$ cat src/rtl/mem_port_arbiter_if.sv
// mem_port_arbiter_if: pipeline, external requester and data-memory signals of the port arbiter.
interface mem_port_arbiter_if #(
    parameter int ADDR_W = 11,
    parameter int DATA_W = 16
);
    logic [1:0]        M3;
    logic [ADDR_W-1:0] DATA_ADDR_3;
    logic [DATA_W-1:0] WDATA_3;
    logic              EXT_REQ;
    logic              EXT_WE;
    logic [ADDR_W-1:0] EXT_ADDR;
    logic [DATA_W-1:0] EXT_WDATA;
    logic              EXT_GNT;
    logic              EXT_ACK;
    logic [DATA_W-1:0] EXT_RDATA;
    logic              HOLD;
    logic              MEM_EN;
    logic              MEM_WE;
    logic [ADDR_W-1:0] MEM_ADDR;
    logic [DATA_W-1:0] MEM_WDATA;
    logic [DATA_W-1:0] MEM_RDATA;
    logic              CONFLICT;

    modport slave (
        input  M3, DATA_ADDR_3, WDATA_3, EXT_REQ, EXT_WE, EXT_ADDR, EXT_WDATA, MEM_RDATA,
        output EXT_GNT, EXT_ACK, EXT_RDATA, HOLD, MEM_EN, MEM_WE, MEM_ADDR, MEM_WDATA, CONFLICT
    );

    modport master (
        output M3, DATA_ADDR_3, WDATA_3, EXT_REQ, EXT_WE, EXT_ADDR, EXT_WDATA, MEM_RDATA,
        input  EXT_GNT, EXT_ACK, EXT_RDATA, HOLD, MEM_EN, MEM_WE, MEM_ADDR, MEM_WDATA, CONFLICT
    );
endinterface

$ cat src/rtl/mem_port_arbiter.sv
// mem_port_arbiter: shares the data-memory port between stage 3 and an external burst requester.
// Define ARB_CONFLICT_CHK_EN to enable the sticky CONFLICT check.
module mem_port_arbiter #(
    parameter int ADDR_W    = 11,
    parameter int DATA_W    = 16,
    parameter int MAX_BURST = 4,
    parameter int PIPE_GAP  = 2
) (
    input logic CLK,
    input logic RST,
    mem_port_arbiter_if.slave bus
);
    typedef enum logic [1:0] {PIPE, DRAIN, EXT} state_t;

    localparam logic [3:0] LAST = 4'(MAX_BURST - 1);

    state_t     state;
    logic       hold;
    logic       gnt;
    logic       ack;
    logic       accept;
    logic       pipe_op;
    logic [3:0] burst;
    logic [3:0] gap;

    assign accept  = gnt & bus.EXT_REQ;
    assign pipe_op = (bus.M3 == 2'b01) | (bus.M3 == 2'b10);

    assign bus.HOLD      = hold;
    assign bus.EXT_GNT   = gnt;
    assign bus.EXT_ACK   = ack;
    assign bus.EXT_RDATA = ack ? bus.MEM_RDATA : DATA_W'(0);
    assign bus.MEM_EN    = gnt ? bus.EXT_REQ : pipe_op;
    assign bus.MEM_WE    = gnt ? bus.EXT_REQ & bus.EXT_WE : bus.M3 == 2'b10;
    assign bus.MEM_ADDR  = gnt ? ADDR_W'(bus.EXT_ADDR) : ADDR_W'(bus.DATA_ADDR_3);
    assign bus.MEM_WDATA = gnt ? bus.EXT_WDATA : bus.WDATA_3;

    // hold and gnt are registered decodes of the next state
    always_ff @(posedge CLK) begin
        if (RST) begin
            state <= PIPE;
            hold  <= 1'b0;
            gnt   <= 1'b0;
            ack   <= 1'b0;
            burst <= 4'd0;
            gap   <= 4'd0;
        end else begin
            ack <= accept;
            case (state)
                PIPE: begin
                    if (gap != 4'd0) gap <= gap - 4'd1;
                    else if (bus.EXT_REQ) begin
                        state <= DRAIN;
                        hold  <= 1'b1;
                    end
                end
                DRAIN: begin
                    state <= EXT;
                    gnt   <= 1'b1;
                    burst <= 4'd0;
                end
                EXT: begin
                    if (!bus.EXT_REQ || burst == LAST) begin
                        state <= PIPE;
                        hold  <= 1'b0;
                        gnt   <= 1'b0;
                        gap   <= bus.EXT_REQ ? 4'(PIPE_GAP) : 4'd0;
                    end else burst <= burst + 4'd1;
                end
                default: begin
                    state <= PIPE;
                    hold  <= 1'b0;
                    gnt   <= 1'b0;
                end
            endcase
        end
    end

`ifdef ARB_CONFLICT_CHK_EN
    logic conflict;
    // a live pipeline op while external owns the port means stage 3 failed to bubble
    always_ff @(posedge CLK) conflict <= RST ? 1'b0 : conflict | (gnt & pipe_op);
    assign bus.CONFLICT = conflict;
`else
    assign bus.CONFLICT = 1'b0;
`endif
endmodule

$ cat src/flat_wrapper.sv
// flat-port wrapper written by rule: the top's interface ports become plain ports
module mem_port_arbiter_flat 
#(
    parameter int ADDR_W    = 11,
    parameter int DATA_W    = 16,
    parameter int MAX_BURST = 4,
    parameter int PIPE_GAP  = 2
)
  (CLK, RST, bus_M3, bus_DATA_ADDR_3, bus_WDATA_3, bus_EXT_REQ, bus_EXT_WE, bus_EXT_ADDR, bus_EXT_WDATA, bus_MEM_RDATA, bus_EXT_GNT, bus_EXT_ACK, bus_EXT_RDATA, bus_HOLD, bus_MEM_EN, bus_MEM_WE, bus_MEM_ADDR, bus_MEM_WDATA, bus_CONFLICT);
  mem_port_arbiter_if #(.ADDR_W(ADDR_W), .DATA_W(DATA_W)) bus_i ();
  input logic CLK;
  input logic RST;
  input wire logic [$bits(bus_i.M3)-1:0] bus_M3;
  input wire logic [$bits(bus_i.DATA_ADDR_3)-1:0] bus_DATA_ADDR_3;
  input wire logic [$bits(bus_i.WDATA_3)-1:0] bus_WDATA_3;
  input wire logic [$bits(bus_i.EXT_REQ)-1:0] bus_EXT_REQ;
  input wire logic [$bits(bus_i.EXT_WE)-1:0] bus_EXT_WE;
  input wire logic [$bits(bus_i.EXT_ADDR)-1:0] bus_EXT_ADDR;
  input wire logic [$bits(bus_i.EXT_WDATA)-1:0] bus_EXT_WDATA;
  input wire logic [$bits(bus_i.MEM_RDATA)-1:0] bus_MEM_RDATA;
  output wire logic [$bits(bus_i.EXT_GNT)-1:0] bus_EXT_GNT;
  output wire logic [$bits(bus_i.EXT_ACK)-1:0] bus_EXT_ACK;
  output wire logic [$bits(bus_i.EXT_RDATA)-1:0] bus_EXT_RDATA;
  output wire logic [$bits(bus_i.HOLD)-1:0] bus_HOLD;
  output wire logic [$bits(bus_i.MEM_EN)-1:0] bus_MEM_EN;
  output wire logic [$bits(bus_i.MEM_WE)-1:0] bus_MEM_WE;
  output wire logic [$bits(bus_i.MEM_ADDR)-1:0] bus_MEM_ADDR;
  output wire logic [$bits(bus_i.MEM_WDATA)-1:0] bus_MEM_WDATA;
  output wire logic [$bits(bus_i.CONFLICT)-1:0] bus_CONFLICT;
  assign bus_i.M3 = bus_M3;
  assign bus_i.DATA_ADDR_3 = bus_DATA_ADDR_3;
  assign bus_i.WDATA_3 = bus_WDATA_3;
  assign bus_i.EXT_REQ = bus_EXT_REQ;
  assign bus_i.EXT_WE = bus_EXT_WE;
  assign bus_i.EXT_ADDR = bus_EXT_ADDR;
  assign bus_i.EXT_WDATA = bus_EXT_WDATA;
  assign bus_i.MEM_RDATA = bus_MEM_RDATA;
  assign bus_EXT_GNT = bus_i.EXT_GNT;
  assign bus_EXT_ACK = bus_i.EXT_ACK;
  assign bus_EXT_RDATA = bus_i.EXT_RDATA;
  assign bus_HOLD = bus_i.HOLD;
  assign bus_MEM_EN = bus_i.MEM_EN;
  assign bus_MEM_WE = bus_i.MEM_WE;
  assign bus_MEM_ADDR = bus_i.MEM_ADDR;
  assign bus_MEM_WDATA = bus_i.MEM_WDATA;
  assign bus_CONFLICT = bus_i.CONFLICT;
  mem_port_arbiter #(.ADDR_W(ADDR_W), .DATA_W(DATA_W), .MAX_BURST(MAX_BURST), .PIPE_GAP(PIPE_GAP)) u_core (.CLK(CLK), .RST(RST), .bus(bus_i));
endmodule
$ cat config.mk
export PLATFORM = sky130hd
export DESIGN_NAME = mem_port_arbiter_flat
export DESIGN_NICKNAME = d
export VERILOG_FILES = /design/src/rtl/mem_port_arbiter_if.sv /design/src/rtl/mem_port_arbiter.sv /design/src/flat_wrapper.sv
export SDC_FILE = /design/constraint.sdc
export NUM_CORES = 1
export LEC_CHECK = 0
export ABC_AREA = 0
export CAP_MARGIN = 0
export CORE_MARGIN = 2
export CORE_UTILIZATION = 28
export DETAILED_ROUTE_END_ITERATION = 6
export MAX_ROUTING_LAYER = met4
export PLACE_DENSITY_LB_ADDON = 0.2
export SLEW_MARGIN = 30
export SYNTH_ARGS = -nofsm -noshare
export SYNTH_HDL_FRONTEND = slang
export SYNTH_SLANG_ARGS = --single-unit
$ cat constraint.sdc
create_clock -name CLK -period 2.1 [get_ports CLK]
set_input_delay 0.21 -clock CLK [delete_from_list [all_inputs] [get_ports CLK]]
set_output_delay 0.21 -clock CLK [all_outputs]
set_load 0.005 [all_outputs]
==> impl_metrics.tcl, run 1 <==
set metrics [dict create \
    status "finished clean" \
    endpoint_kind "output pin" \
    io_buffers 123 \
    start_util_pct 29.0 \
    critical_path.max_fanout 17 \
    synth_cells 135 \
    diodes 0 \
    critical_path.slowest_cell "clkdlybuf4s50_1" \
    cap_violations 0 \
    fin_crit_sh_pct 87.6 \
    utilization_pct 62.2 \
    max_stage_delay_ns 0.45 \
    startpoint_type "flop" \
    finalSetupViolations 0 \
    final_hold_viol_count 0 \
    p_leak_nw 0.936 \
    p_int_mw 1.01 \
    synth_edf_count 0 \
    ant_nets 0 \
    via_per_inst 4.67 \
    crit_buf_inv 2 \
    switchingPower_mw 0.443 \
    syn_area_sq_um 1160 \
    vias 1434 \
    final_nets 337 \
    cts_tree "built" \
    grtUsageMet3_pct 7.24 \
    rsz0062_at_grt "no" \
    synth_ff_type "dfxtp_1" \
    wl_per_cell_microns 15.2 \
    cts.root.buffer_cell "clkbuf_8" \
    dieHeight_microns 68.3 \
    ys_warn_count 0 \
    wirelength_microns 4660 \
    min_period_ns 1.84 \
    fillCellCount 397 \
    drive_above_1_share_pct 14.0 \
    yosys.area.top_type "mux2_2" \
    gr-usage-met1_pct 20.0 \
    irDropWorstVdd_v 0.000400 \
    clock_latency_ns 0.24 \
    setup_tns_ns 0 \
    io_pins 125 \
    gp_congestion 0.765 \
    setup_ws_ns 0.260 \
    seqPwrFrac_pct 25.2 \
    slew_violations 0 \
    clk_pin_slew_ns 0.05 \
    grt_max_degree 18 \
    syn_area_per_cell_sq_um 8.58 \
    p_comb_share_pct 59.4 \
    drt-pass1-iter-count 4 \
    synth_fa_ha_area_share_pct 3.24 \
    core_sq_um 4000 \
    grt-busiest-layer "met2" \
    grt_util_all_layers_pct 18.2 \
    whs_ns 0.507 \
    cp.required_ns 1.89 \
    max_freq_mhz 543 \
    die_w_microns 68.3 \
    worstSetupPathType "reg -> out" \
    ys_top_cells_by_area "mux2_2 (26%), dfxtp_1 (22%), and2_1 (8.6%)" \
    yosys.area.top_type_share_pct 26.2 \
    cts-hold-fix-buffers 0 \
    areaGrowthSynthToFinish_pct 115 \
    grtUsageMet2_pct 30.5 \
    p_clk_share_pct 15.4 \
    synth.area.mux_share_pct 28.1 \
    grt_pass1_wl_microns 6040 \
    yosysUniqueCellTypes 42 \
    synth_top_family_by_area "simple AND/OR/NAND/NOR gates" \
    fp.dieArea_sq_um 4670 \
    cp_top_family "buffers and inverters" \
    drc 0 \
    grt_pass1_vias 1177 \
    cts-resized-gates 0 \
    placed_area_sq_um 2440 \
    hold_path.class "reg -> reg" \
    arrival_ns 1.63 \
    dp_hpwl_microns 3980 \
    synth-seq-area-share_pct 22.5 \
    drtIter0Drc 30 \
    async_reset_ff_share_pct 0 \
    finClkSkew_ns 0.00115 \
    powerDensity_nw_per_um2 586 \
    synth_compound_area_share_pct 12.4 \
    clock-sinks 13 \
    synth_seq_cells 13 \
    swShare_pct 30.4 \
    yosys.area_share.simple_pct 28.2 \
    cts_max_path_buffers 2 \
    synth_xor_area_share_pct 0 \
    htree_levels 1 \
    fin_area_sq_um 2490 \
    overflow 0 \
    rows 23 \
    synth_fp_nets 214 \
    path_cells "buf_4 -> mux2_2 -> clkdlybuf4s50_1" \
    post_cts_buffers 0 \
    place_ws_ns 0.255 \
    antenna_found_initial 0 \
    numCtsBuffers 3 \
]
## cells by family (layout without fill, tap and decap cells)
logic type                 after synthesis  after routing
adders and majority gates                3              3
and+or+nand+nor                         54             54
AOI/OAI and AO/OA                       20             20
other                                    1              1
buffers and inverters                   15            137
muxes                                   29             29
DFF                                     13             13
## layout by cell type, fill, tap and decap left out, types with 3 or more instances in the layout
cell type,netlist,layout
and2_1,16,16
nand2_1,4,4
o21ai_0,4,4
nor3_1,5,5
a21oi_1,4,4
clkdlybuf4s50_1,0,123
dfxtp_1,13,13
nand3_1,5,5
nor3b_1,3,3
buf_4,1,4
ha_1,3,3
nor2_1,5,5
mux2_2,27,27
clkbuf_8,0,3
nor2b_1,3,3
inv_1,6,6
nand2b_1,4,4
## final timing paths
| check | cells after the start | slack, ns | startpoint | endpoint |
|---|---|---|---|---|
| setup / recovery | 3 | 0.26 | u_core.bus.EXT_GNT | bus_MEM_WDATA[7] |
| setup reg to reg | 4 | 0.31 | u_core.burst[0] | u_core.gap[0] |
| hold reg to reg | 2 | 0.51 | u_core.gap[1] | u_core.gap[1] |
| hold / removal | 2 | 0.51 | u_core.gap[1] | u_core.gap[1] |
## area by class of cell
cell class | instances | area (sq um) | share of cell area (%)
Multi-Input combinational cell | 107 | 837 | 33.6
Tap cell | 50 | 62.6 | 2.51
Inverter | 6 | 22.5 | 0.905
Clock buffer | 4 | 45.0 | 1.81
Sequential cell | 13 | 260 | 10.5
Timing Repair Buffer | 127 | 1260 | 50.7
## cell usage after synthesis, types with 3 or more instances
cell      instances
mux2_2           27
and2_1           16
dfxtp_1          13
inv_1             6
nand3_1           5
nor2_1            5
nor3_1            5
a21oi_1           4
clkbuf_1          4
nand2_1           4
nand2b_1          4
o21ai_0           4
buf_1             3
ha_1              3
nor2b_1           3
nor3b_1           3
## registers in the layout (all words and copies together), names as in the netlist
signal,cells
u_core.burst,4
u_core.bus.EXT_GNT,1
u_core.bus.EXT_ACK,1
u_core.gap,4
u_core.state,2
u_core.bus.HOLD,1
## tightest hold or removal path, stage by stage (launching register included)
cell and delay (ns):
dfxtp_1 0.33, nand2_1 0.06, mux2i_1 0.06
## metal layers
metal,up-vias,share of wire [%]
met2,61,50
met1,636,38
met4,0,1.5
met5,-,0
li1,729,-
met3,8,10
## per-stage QoR
step                power, mW  cells
floorplan               0.799    135
global placement         1.24    303
detailed placement       1.25    303
CTS                      1.48    307
global route             1.57    307
finish                   1.46    307
## power by group through the flow
stage	Combinational (mW)	Clock (mW)	Sequential (mW)
detailed placement	0.876	0	0.373
global placement	0.867	0	0.372
finish	0.866	0.224	0.368
CTS	0.880	0.232	0.368
global route	0.947	0.249	0.377
floorplan	0.454	0	0.345
No activity file was read; power rests on OpenSTA's default activity.
==> run 2, diff against run 1 <==
ABC_CLOCK_PERIOD_IN_PS = 2100   (was not set)
==> results of run 2 <==
Final layout, timing and power as in run 1 (identical DEF).
